### src/rtl/mac_seq_if.sv
// Command, operand-memory and MAC-side signals of the dot-product sequencer.
// The slave modport is the sequencer's view; master is the surrounding system.
interface mac_seq_if #(
  parameter int unsigned ADDR_W = 16,
  parameter int unsigned LEN_W  = 10
);
  logic              start;
  logic [LEN_W-1:0]  len;
  logic [ADDR_W-1:0] a_base;
  logic [ADDR_W-1:0] b_base;
  logic [15:0]       bias;
  logic              relu_en;
  logic              busy;
  logic              done;
  logic [15:0]       result;
  logic              rd_en;
  logic              rd_gnt;
  logic [ADDR_W-1:0] a_addr;
  logic [ADDR_W-1:0] b_addr;
  logic [15:0]       a_rdata;
  logic [15:0]       b_rdata;
  logic              mac_valid;
  logic [15:0]       mac_in1;
  logic [15:0]       mac_in2;
  logic [15:0]       mac_in3;
  logic [15:0]       mac_out;

  modport master (
    output start, len, a_base, b_base, bias, relu_en, rd_gnt, a_rdata, b_rdata, mac_out,
    input  busy, done, result, rd_en, a_addr, b_addr, mac_valid, mac_in1, mac_in2, mac_in3
  );

  modport slave (
    input  start, len, a_base, b_base, bias, relu_en, rd_gnt, a_rdata, b_rdata, mac_out,
    output busy, done, result, rd_en, a_addr, b_addr, mac_valid, mac_in1, mac_in2, mac_in3
  );
endinterface

### src/rtl/mac_seq.sv
// Dot-product sequencer: fetches len operand pairs, streams them into a Q8.8 MAC with
// bias preload and accumulator feedback, and returns the (optionally ReLU'd) result.
module mac_seq #(
  parameter int unsigned ADDR_W = 16,
  parameter int unsigned LEN_W  = 10
) (
  input logic     clk,
  input logic     rst,
  mac_seq_if.slave bus
);

  typedef enum logic [1:0] {StIdle, StFetch, StDrain, StFin} state_e;

  state_e            state_q;
  logic [LEN_W-1:0]  len_q;
  logic [LEN_W-1:0]  cnt_q;
  logic [ADDR_W-1:0] a_base_q;
  logic [ADDR_W-1:0] b_base_q;
  logic [15:0]       bias_q;
  logic              relu_q;
  logic              first_q;
  logic              dv_q;
  logic              done_q;
  logic [15:0]       result_q;
  logic [15:0]       r;

  assign bus.busy      = (state_q != StIdle);
  assign bus.rd_en     = (state_q == StFetch);
  assign bus.a_addr    = a_base_q + ADDR_W'(cnt_q);
  assign bus.b_addr    = b_base_q + ADDR_W'(cnt_q);
  assign bus.mac_valid = dv_q;
  assign bus.mac_in1   = first_q ? bias_q : bus.mac_out;
  assign bus.mac_in2   = bus.a_rdata;
  assign bus.mac_in3   = bus.b_rdata;
  assign bus.done      = done_q;
  assign bus.result    = result_q;

  // An empty vector never touches the MAC, so the bias itself is the result.
  assign r = (len_q == '0) ? bias_q : bus.mac_out;

  always_ff @(posedge clk or posedge rst) begin
    if (rst) begin
      state_q  <= StIdle;
      len_q    <= '0;
      cnt_q    <= '0;
      a_base_q <= '0;
      b_base_q <= '0;
      bias_q   <= '0;
      relu_q   <= 1'b0;
      first_q  <= 1'b0;
      dv_q     <= 1'b0;
      done_q   <= 1'b0;
      result_q <= '0;
    end else begin
      dv_q   <= bus.rd_en & bus.rd_gnt;
      done_q <= 1'b0;
      if (dv_q) begin
        first_q <= 1'b0;
      end
      case (state_q)
        StIdle: begin
          if (bus.start) begin
            len_q    <= bus.len;
            a_base_q <= bus.a_base;
            b_base_q <= bus.b_base;
            bias_q   <= bus.bias;
            relu_q   <= bus.relu_en;
            cnt_q    <= '0;
            first_q  <= 1'b1;
            state_q  <= (bus.len == '0) ? StFin : StFetch;
          end
        end
        StFetch: begin
          if (bus.rd_gnt) begin
            cnt_q <= cnt_q + LEN_W'(1);
            if (cnt_q == len_q - LEN_W'(1)) begin
              state_q <= StDrain;
            end
          end
        end
        // Covers the data stage of the last granted read.
        StDrain: state_q <= StFin;
        StFin: begin
          result_q <= (relu_q & r[15]) ? 16'h0000 : r;
          done_q   <= 1'b1;
          state_q  <= StIdle;
        end
        default: state_q <= StIdle;
      endcase
    end
  end

endmodule

### src/flat_wrapper.sv
// flat-port wrapper written by rule: the top's interface ports become plain ports
module mac_seq_flat 
#(
  parameter int unsigned ADDR_W = 16,
  parameter int unsigned LEN_W  = 10
)
  (clk, rst, bus_start, bus_len, bus_a_base, bus_b_base, bus_bias, bus_relu_en, bus_rd_gnt, bus_a_rdata, bus_b_rdata, bus_mac_out, bus_busy, bus_done, bus_result, bus_rd_en, bus_a_addr, bus_b_addr, bus_mac_valid, bus_mac_in1, bus_mac_in2, bus_mac_in3);
  mac_seq_if #(.ADDR_W(ADDR_W), .LEN_W(LEN_W)) bus_i ();
  input logic clk;
  input logic rst;
  input wire logic [$bits(bus_i.start)-1:0] bus_start;
  input wire logic [$bits(bus_i.len)-1:0] bus_len;
  input wire logic [$bits(bus_i.a_base)-1:0] bus_a_base;
  input wire logic [$bits(bus_i.b_base)-1:0] bus_b_base;
  input wire logic [$bits(bus_i.bias)-1:0] bus_bias;
  input wire logic [$bits(bus_i.relu_en)-1:0] bus_relu_en;
  input wire logic [$bits(bus_i.rd_gnt)-1:0] bus_rd_gnt;
  input wire logic [$bits(bus_i.a_rdata)-1:0] bus_a_rdata;
  input wire logic [$bits(bus_i.b_rdata)-1:0] bus_b_rdata;
  input wire logic [$bits(bus_i.mac_out)-1:0] bus_mac_out;
  output wire logic [$bits(bus_i.busy)-1:0] bus_busy;
  output wire logic [$bits(bus_i.done)-1:0] bus_done;
  output wire logic [$bits(bus_i.result)-1:0] bus_result;
  output wire logic [$bits(bus_i.rd_en)-1:0] bus_rd_en;
  output wire logic [$bits(bus_i.a_addr)-1:0] bus_a_addr;
  output wire logic [$bits(bus_i.b_addr)-1:0] bus_b_addr;
  output wire logic [$bits(bus_i.mac_valid)-1:0] bus_mac_valid;
  output wire logic [$bits(bus_i.mac_in1)-1:0] bus_mac_in1;
  output wire logic [$bits(bus_i.mac_in2)-1:0] bus_mac_in2;
  output wire logic [$bits(bus_i.mac_in3)-1:0] bus_mac_in3;
  assign bus_i.start = bus_start;
  assign bus_i.len = bus_len;
  assign bus_i.a_base = bus_a_base;
  assign bus_i.b_base = bus_b_base;
  assign bus_i.bias = bus_bias;
  assign bus_i.relu_en = bus_relu_en;
  assign bus_i.rd_gnt = bus_rd_gnt;
  assign bus_i.a_rdata = bus_a_rdata;
  assign bus_i.b_rdata = bus_b_rdata;
  assign bus_i.mac_out = bus_mac_out;
  assign bus_busy = bus_i.busy;
  assign bus_done = bus_i.done;
  assign bus_result = bus_i.result;
  assign bus_rd_en = bus_i.rd_en;
  assign bus_a_addr = bus_i.a_addr;
  assign bus_b_addr = bus_i.b_addr;
  assign bus_mac_valid = bus_i.mac_valid;
  assign bus_mac_in1 = bus_i.mac_in1;
  assign bus_mac_in2 = bus_i.mac_in2;
  assign bus_mac_in3 = bus_i.mac_in3;
  mac_seq #(.ADDR_W(ADDR_W), .LEN_W(LEN_W)) u_core (.clk(clk), .rst(rst), .bus(bus_i));
endmodule
### config.mk
export PLATFORM = sky130hd
export DESIGN_NAME = mac_seq_flat
export DESIGN_NICKNAME = d
export VERILOG_FILES = /design/src/rtl/mac_seq_if.sv /design/src/rtl/mac_seq.sv /design/src/flat_wrapper.sv
export SDC_FILE = /design/constraint.sdc
export NUM_CORES = 1
export LEC_CHECK = 0
export ABC_AREA = 1
export ABC_CLOCK_PERIOD_IN_PS = 7550
export BUFFER_PORTS_ARGS = -buffer_cell sky130_fd_sc_hd__buf_2
export CAP_MARGIN = 20
export CORE_ASPECT_RATIO = 1.1
export CORE_MARGIN = 5
export CORE_UTILIZATION = 50
export DETAILED_ROUTE_END_ITERATION = 10
export PLACE_DENSITY = 0.81
export SLEW_MARGIN = 25
export SYNTH_ARGS = -nofsm -noshare
export SYNTH_HDL_FRONTEND = slang
export SYNTH_SLANG_ARGS = --single-unit
### constraint.sdc
create_clock -name clk -period 7.55 [get_ports clk]
set_input_delay 1.51 -clock clk [delete_from_list [all_inputs] [get_ports clk]]
set_output_delay 1.51 -clock clk [all_outputs]
set_load 0.02 [all_outputs]
; Word-level counts from Yosys, hierarchy flattened
; Index checks and enable logic that the tools add are counted.
[word_totals]
out_inout_bits = 100
regBits = 90
input_bits = 111
elab_cells = 47
[op_classes]
mux = 15
n_bitwise = 2
n_addsub = 4
eq_ne = 7
n_reduce_logical = 8
[op_table]
columns = operator, n
row1 = 2-to-1 mux 16 bit, 3
row2 = adder 16 x 10 -> 16 bit, 2
row3 = zero test 10 bit, 2
row4 = 2-to-1 mux 10 bit, 2
row5 = case mux 10 bit (2 select lines), 1
row6 = adder 10 x 1 -> 10 bit (second input constant), 1
row7 = == test 10 bit, 1
row8 = subtractor 10 x 1 -> 10 bit (second input constant), 1
row9 = 2-to-1 mux 2 bit, 4
row10 = case mux 2 bit (4 select lines), 1
row11 = != test 2 bit (second input constant), 3
row12 = AND reduction 3 bit, 2
row13 = == test 2 bit (second input constant), 2
row14 = 2-to-1 mux 1 bit, 4
row15 = nonzero test 2 bit, 2
row16 = AND 1 bit, 2
row17 = == test 2 x 1 -> 1 bit (second input constant), 1
row18 = zero test 2 bit, 1
row19 = AND reduction 2 bit, 1

; Logic depth before layout (Yosys ltp)
[depth]
ltp_word = 5
ltp_mapped = 15
ltp_nobuf = 15

; Worst setup path after synthesis
; OpenSTA, ideal clock, no wires.
[synth_path]
kind = input-to-output
startpoint = input port bus_mac_out[15]
endpoint = output port bus_mac_in1[15]
n_path_buf = 0
slack_ns = 4.024
t_arrival_ns = 2.016
t_required_ns = 6.040
cell_stages = 2
path_cell_list = inv_1 o21ai_0
[synth_between]
elab_chain_len = 1
[synth_lines]
columns = item, line
row1 = start: declaration, flat_wrapper.sv:20  ; input wire logic [$bits(bus_i.mac_out)-1:0] bus_mac_out;
row2 = 2-to-1 mux 16 bit, mac_seq.sv:32  ; assign bus.mac_in1 = first_q ? bias_q : bus.mac_out;
row3 = end: declaration, flat_wrapper.sv:28  ; output wire logic [$bits(bus_i.mac_in1)-1:0] bus_mac_in1;
; Every way passes these cells.

; Worst setup path after layout
[layout_path]
startpoint = register u_core.cnt_q[0]
endpoint = output port bus_b_addr[12]
[layout_between]
elab_chain_len = 1
[layout_lines]
columns = item, line
row1 = start: declaration, mac_seq.sv:16  ; logic [LEN_W-1:0] cnt_q;
row2 = start signal: assignment, mac_seq.sv:75  ; cnt_q <= cnt_q + LEN_W'(1);
row3 = adder 16 x 10 -> 16 bit, mac_seq.sv:30  ; assign bus.b_addr = b_base_q + ADDR_W'(cnt_q);
row4 = end: declaration, flat_wrapper.sv:26  ; output wire logic [$bits(bus_i.b_addr)-1:0] bus_b_addr;
; Every way passes these cells.

==> metrics <==
post-synthesis cell count 714; fin nets roughly 960; CP startpoint u_core.cnt_q[0]; final WL 13700 um; Distinct cells, synth 40; vias in the first global route 4679; row count roughly 40; most instantiated cells after synthesis nand2_1 (129), inv_1 (105), dfrtp_1 (90), nor2_1 (61), a21oi_1 (56); most common cell in the netlist nand2_1; setup tns final 0 ns; Top FF cell, synth dfrtp_1; yosys warns 0; total gr overflow 0; Max clock buf depth 2; worst min path class flip-flop to flip-flop; clock sinks 90; Critical Path Max Stage Delay around 0.45 ns; share of layout cells above drive strength 1 roughly a quarter; Setup CP Type flip-flop to output pin; crit-path max FO 7; Startpoint Class flip-flop; Cell Count, Final, Fillers Out ~1000; grt met2 use between 30% and 40%; Clock Pin Slew Worst Setup and Hold Paths ~0.07 ns; CP Cell Sequence ha_1 > inv_1 > fa_1 > inv_1 > a31oi_1 > o211ai_1 > a21oi_1 > o21ai_0 > nand2_1 > buf_2; CTS root buf clkbuf_16; leakage power 3.579 nW; cts bufs inserted 9; Post-CTS Setup Inserts 0; Crit Reg-Reg Startpoint u_core.len_q[0]; Fin. Hold Viols 0; synth-to-layout area growth 17.01%; Core Region roughly 11000 um2; CP max stage cell dfrtp_1; Die H about 120 um; Hold Crit Start u_core.bus.mac_valid; Vias per Instance 5.061; die area approximately 14000 um2; htree depth 3; Vias 4945; M3 GR Usage between 4 and 5%; Slew Limit Fails 0; Starting Density ~50%; CTS resizes 0; skew final 0.009397 ns; unrepaired setup endpoints after global routing no; wire length of the first global-routing pass 22400 um; GRT Overall Usage 20.33%; family with the most delay on the worst path compound AO/OA/AOI/OAI gates; Arrival @ worst endpoint roughly 2.6 ns; cell taking the most area after synthesis dfrtp_1; DRC 0; post-detail-place hpwl 10460 um; Worst-Margin Slew 0.8260 ns; FF+latch count, synth 90; synth top area cells dfrtp_1 (39%), nand2_1 (8.5%), inv_1 (6.9%); Syn Nets 853; MaxCap Viol Count 0; DP Area 6319 um2; Routed Antenna Nets 0; fmax between 200 and 250 MHz; Final Wtd Congestion 0.9076; Initial DRC Count between 300 and 400; ANT cells 0; Rel. slew slack between 40% and 50%; Final Cell Area 6671 um2; CP endpoint kind output pin; GR peak layer met2; initial antenna violation count 0; status complete, no violations; Post-synth EDFFs 0; Final period util 54.35%; Mean Syn Cell Area 7.986 um2; clk_lat worst skew 0.34 ns; Mapped Area approximately 5700 um2; # IOs 211; grt met1 use 25.06%; drt first pass iters 6; Final setup viols 0; most numerous cell on the critical path inv_1; critical path data required time approximately 6.0 ns; hold_buf cts 0; ys async rst share 100.0%; Bufs and invs on worst path 3; Buffers on Ports 146; largest net degree at the start of global routing 53; Peak supply drop 375.5 uV; min cycle time layout roughly 4.1 ns; Seq/Total Area, Yosys between 30% and 40%; Synth top area share between 30 and 40%; Placed Instances 961; WL/cell ~14 um; CTS tree yes; Die X 111.8 um; PwrDens 437.4 nW/um2
logic make-up after synthesis:
logic type / Yosys count / synth area share, %
AO/OA/AOI/OAI: 133 / 13.01
adder cells (fa/ha/maj): 28 / 6.408
multiplexers: 27 / 5.332
flip-flops: 90 / 39.50
AND/OR/NAND/NOR: 250 / 18.70
buffers and inverters: 158 / 12.75
XOR/XNOR: 28 / 4.301
routing by layer:
layer	up-vias	share of wire, %
met5	-	0
met4	0	2.7
met3	34	5.8
met2	147	49
met1	2271	42
li1	2493	-
registers in the layout, indices dropped and copies added (netlist names):
signal	cells
u_core.bus.mac_valid	1
u_core.first_q	1
u_core.bus.result	16
u_core.relu_q	1
u_core.b_base_q	16
u_core.bus.done	1
u_core.len_q	10
u_core.state_q	2
u_core.a_base_q	16
u_core.bias_q	16
u_core.cnt_q	10
worst paths after layout:
check / end / slack (ns) / depth (start not counted)
max: bus_b_addr[12] / 3.45 / 10
min: u_core.first_q / 0.47 / 1
max reg2reg: u_core.bus.result[14] / 4.99 / 9
min reg2reg: u_core.first_q / 0.47 / 1
max in group asynchronous: u_core.len_q[5] / 5.20 / 3
min in group asynchronous: u_core.bias_q[13] / 1.24 / 2
placed cells by master (no fill, tap or decap), types with 2 or more instances in the layout:
cell	instances
a21boi_0	2
a21o_1	5
a21oi_1	56
a31oi_1	2
buf_2	146
buf_4	2
bufinv_16	3
clkbuf_16	9
clkinvlp_4	2
dfrtp_1	90
fa_1	2
ha_1	26
inv_1	104
inv_2	2
mux2_2	27
nand2_1	128
nand2_2	4
nand3_1	33
nor2_1	61
nor2_2	3
nor2_4	4
nor3_1	8
nor4_1	2
o21a_1	2
o21ai_0	40
o21ai_1	3
o21ai_2	2
o22ai_1	17
xnor2_1	12
xor2_1	16
cell type report:
| type | count | area, um2 |
|---|---|---|
| fillers | 1029 | 4666 |
| clock buffers | 10 | 239.0 |
| multi-input cells | 466 | 2730 |
| well taps | 150 | 187.7 |
| inverters | 107 | 402.9 |
| clock inverters | 6 | 113.9 |
| repair buffers | 148 | 745.7 |
| flip-flops and latches | 90 | 2252 |
worst reg2reg max path: stages (launching register included):
cell,delay [ns]
dfrtp_1,0.38
inv_1,0.18
ha_1,0.26
nand2_2,0.10
nor2_4,0.11
nand3_2,0.48
nand2_1,0.26
o21ai_2,0.11
o21ai_4,0.38
o22ai_1,0.13
where the power goes:
group	internal, mW	leakage [nW]	switching [mW]
clock network	0.333	0.165	0.188
registers	0.695	1.07	0.153
logic	0.555	2.35	0.993
total	1.58	3.58	1.33
per-stage QoR:
stage	utilization [%]	setup slack [ns]	power (mW)	hold slack (ns)
3_5_place_dp	55.73	3.811	2.401	0.4673
3_3_place_gp	55.73	3.851	2.369	0.4589
5_1_grt	58.85	3.149	3.144	0.5148
4_1_cts	58.85	3.430	2.939	0.4757
6_report	58.85	3.446	2.918	0.4704
2_1_floorplan	-	3.705	1.956	0.4862
Power figures use the tool's default switching activity.
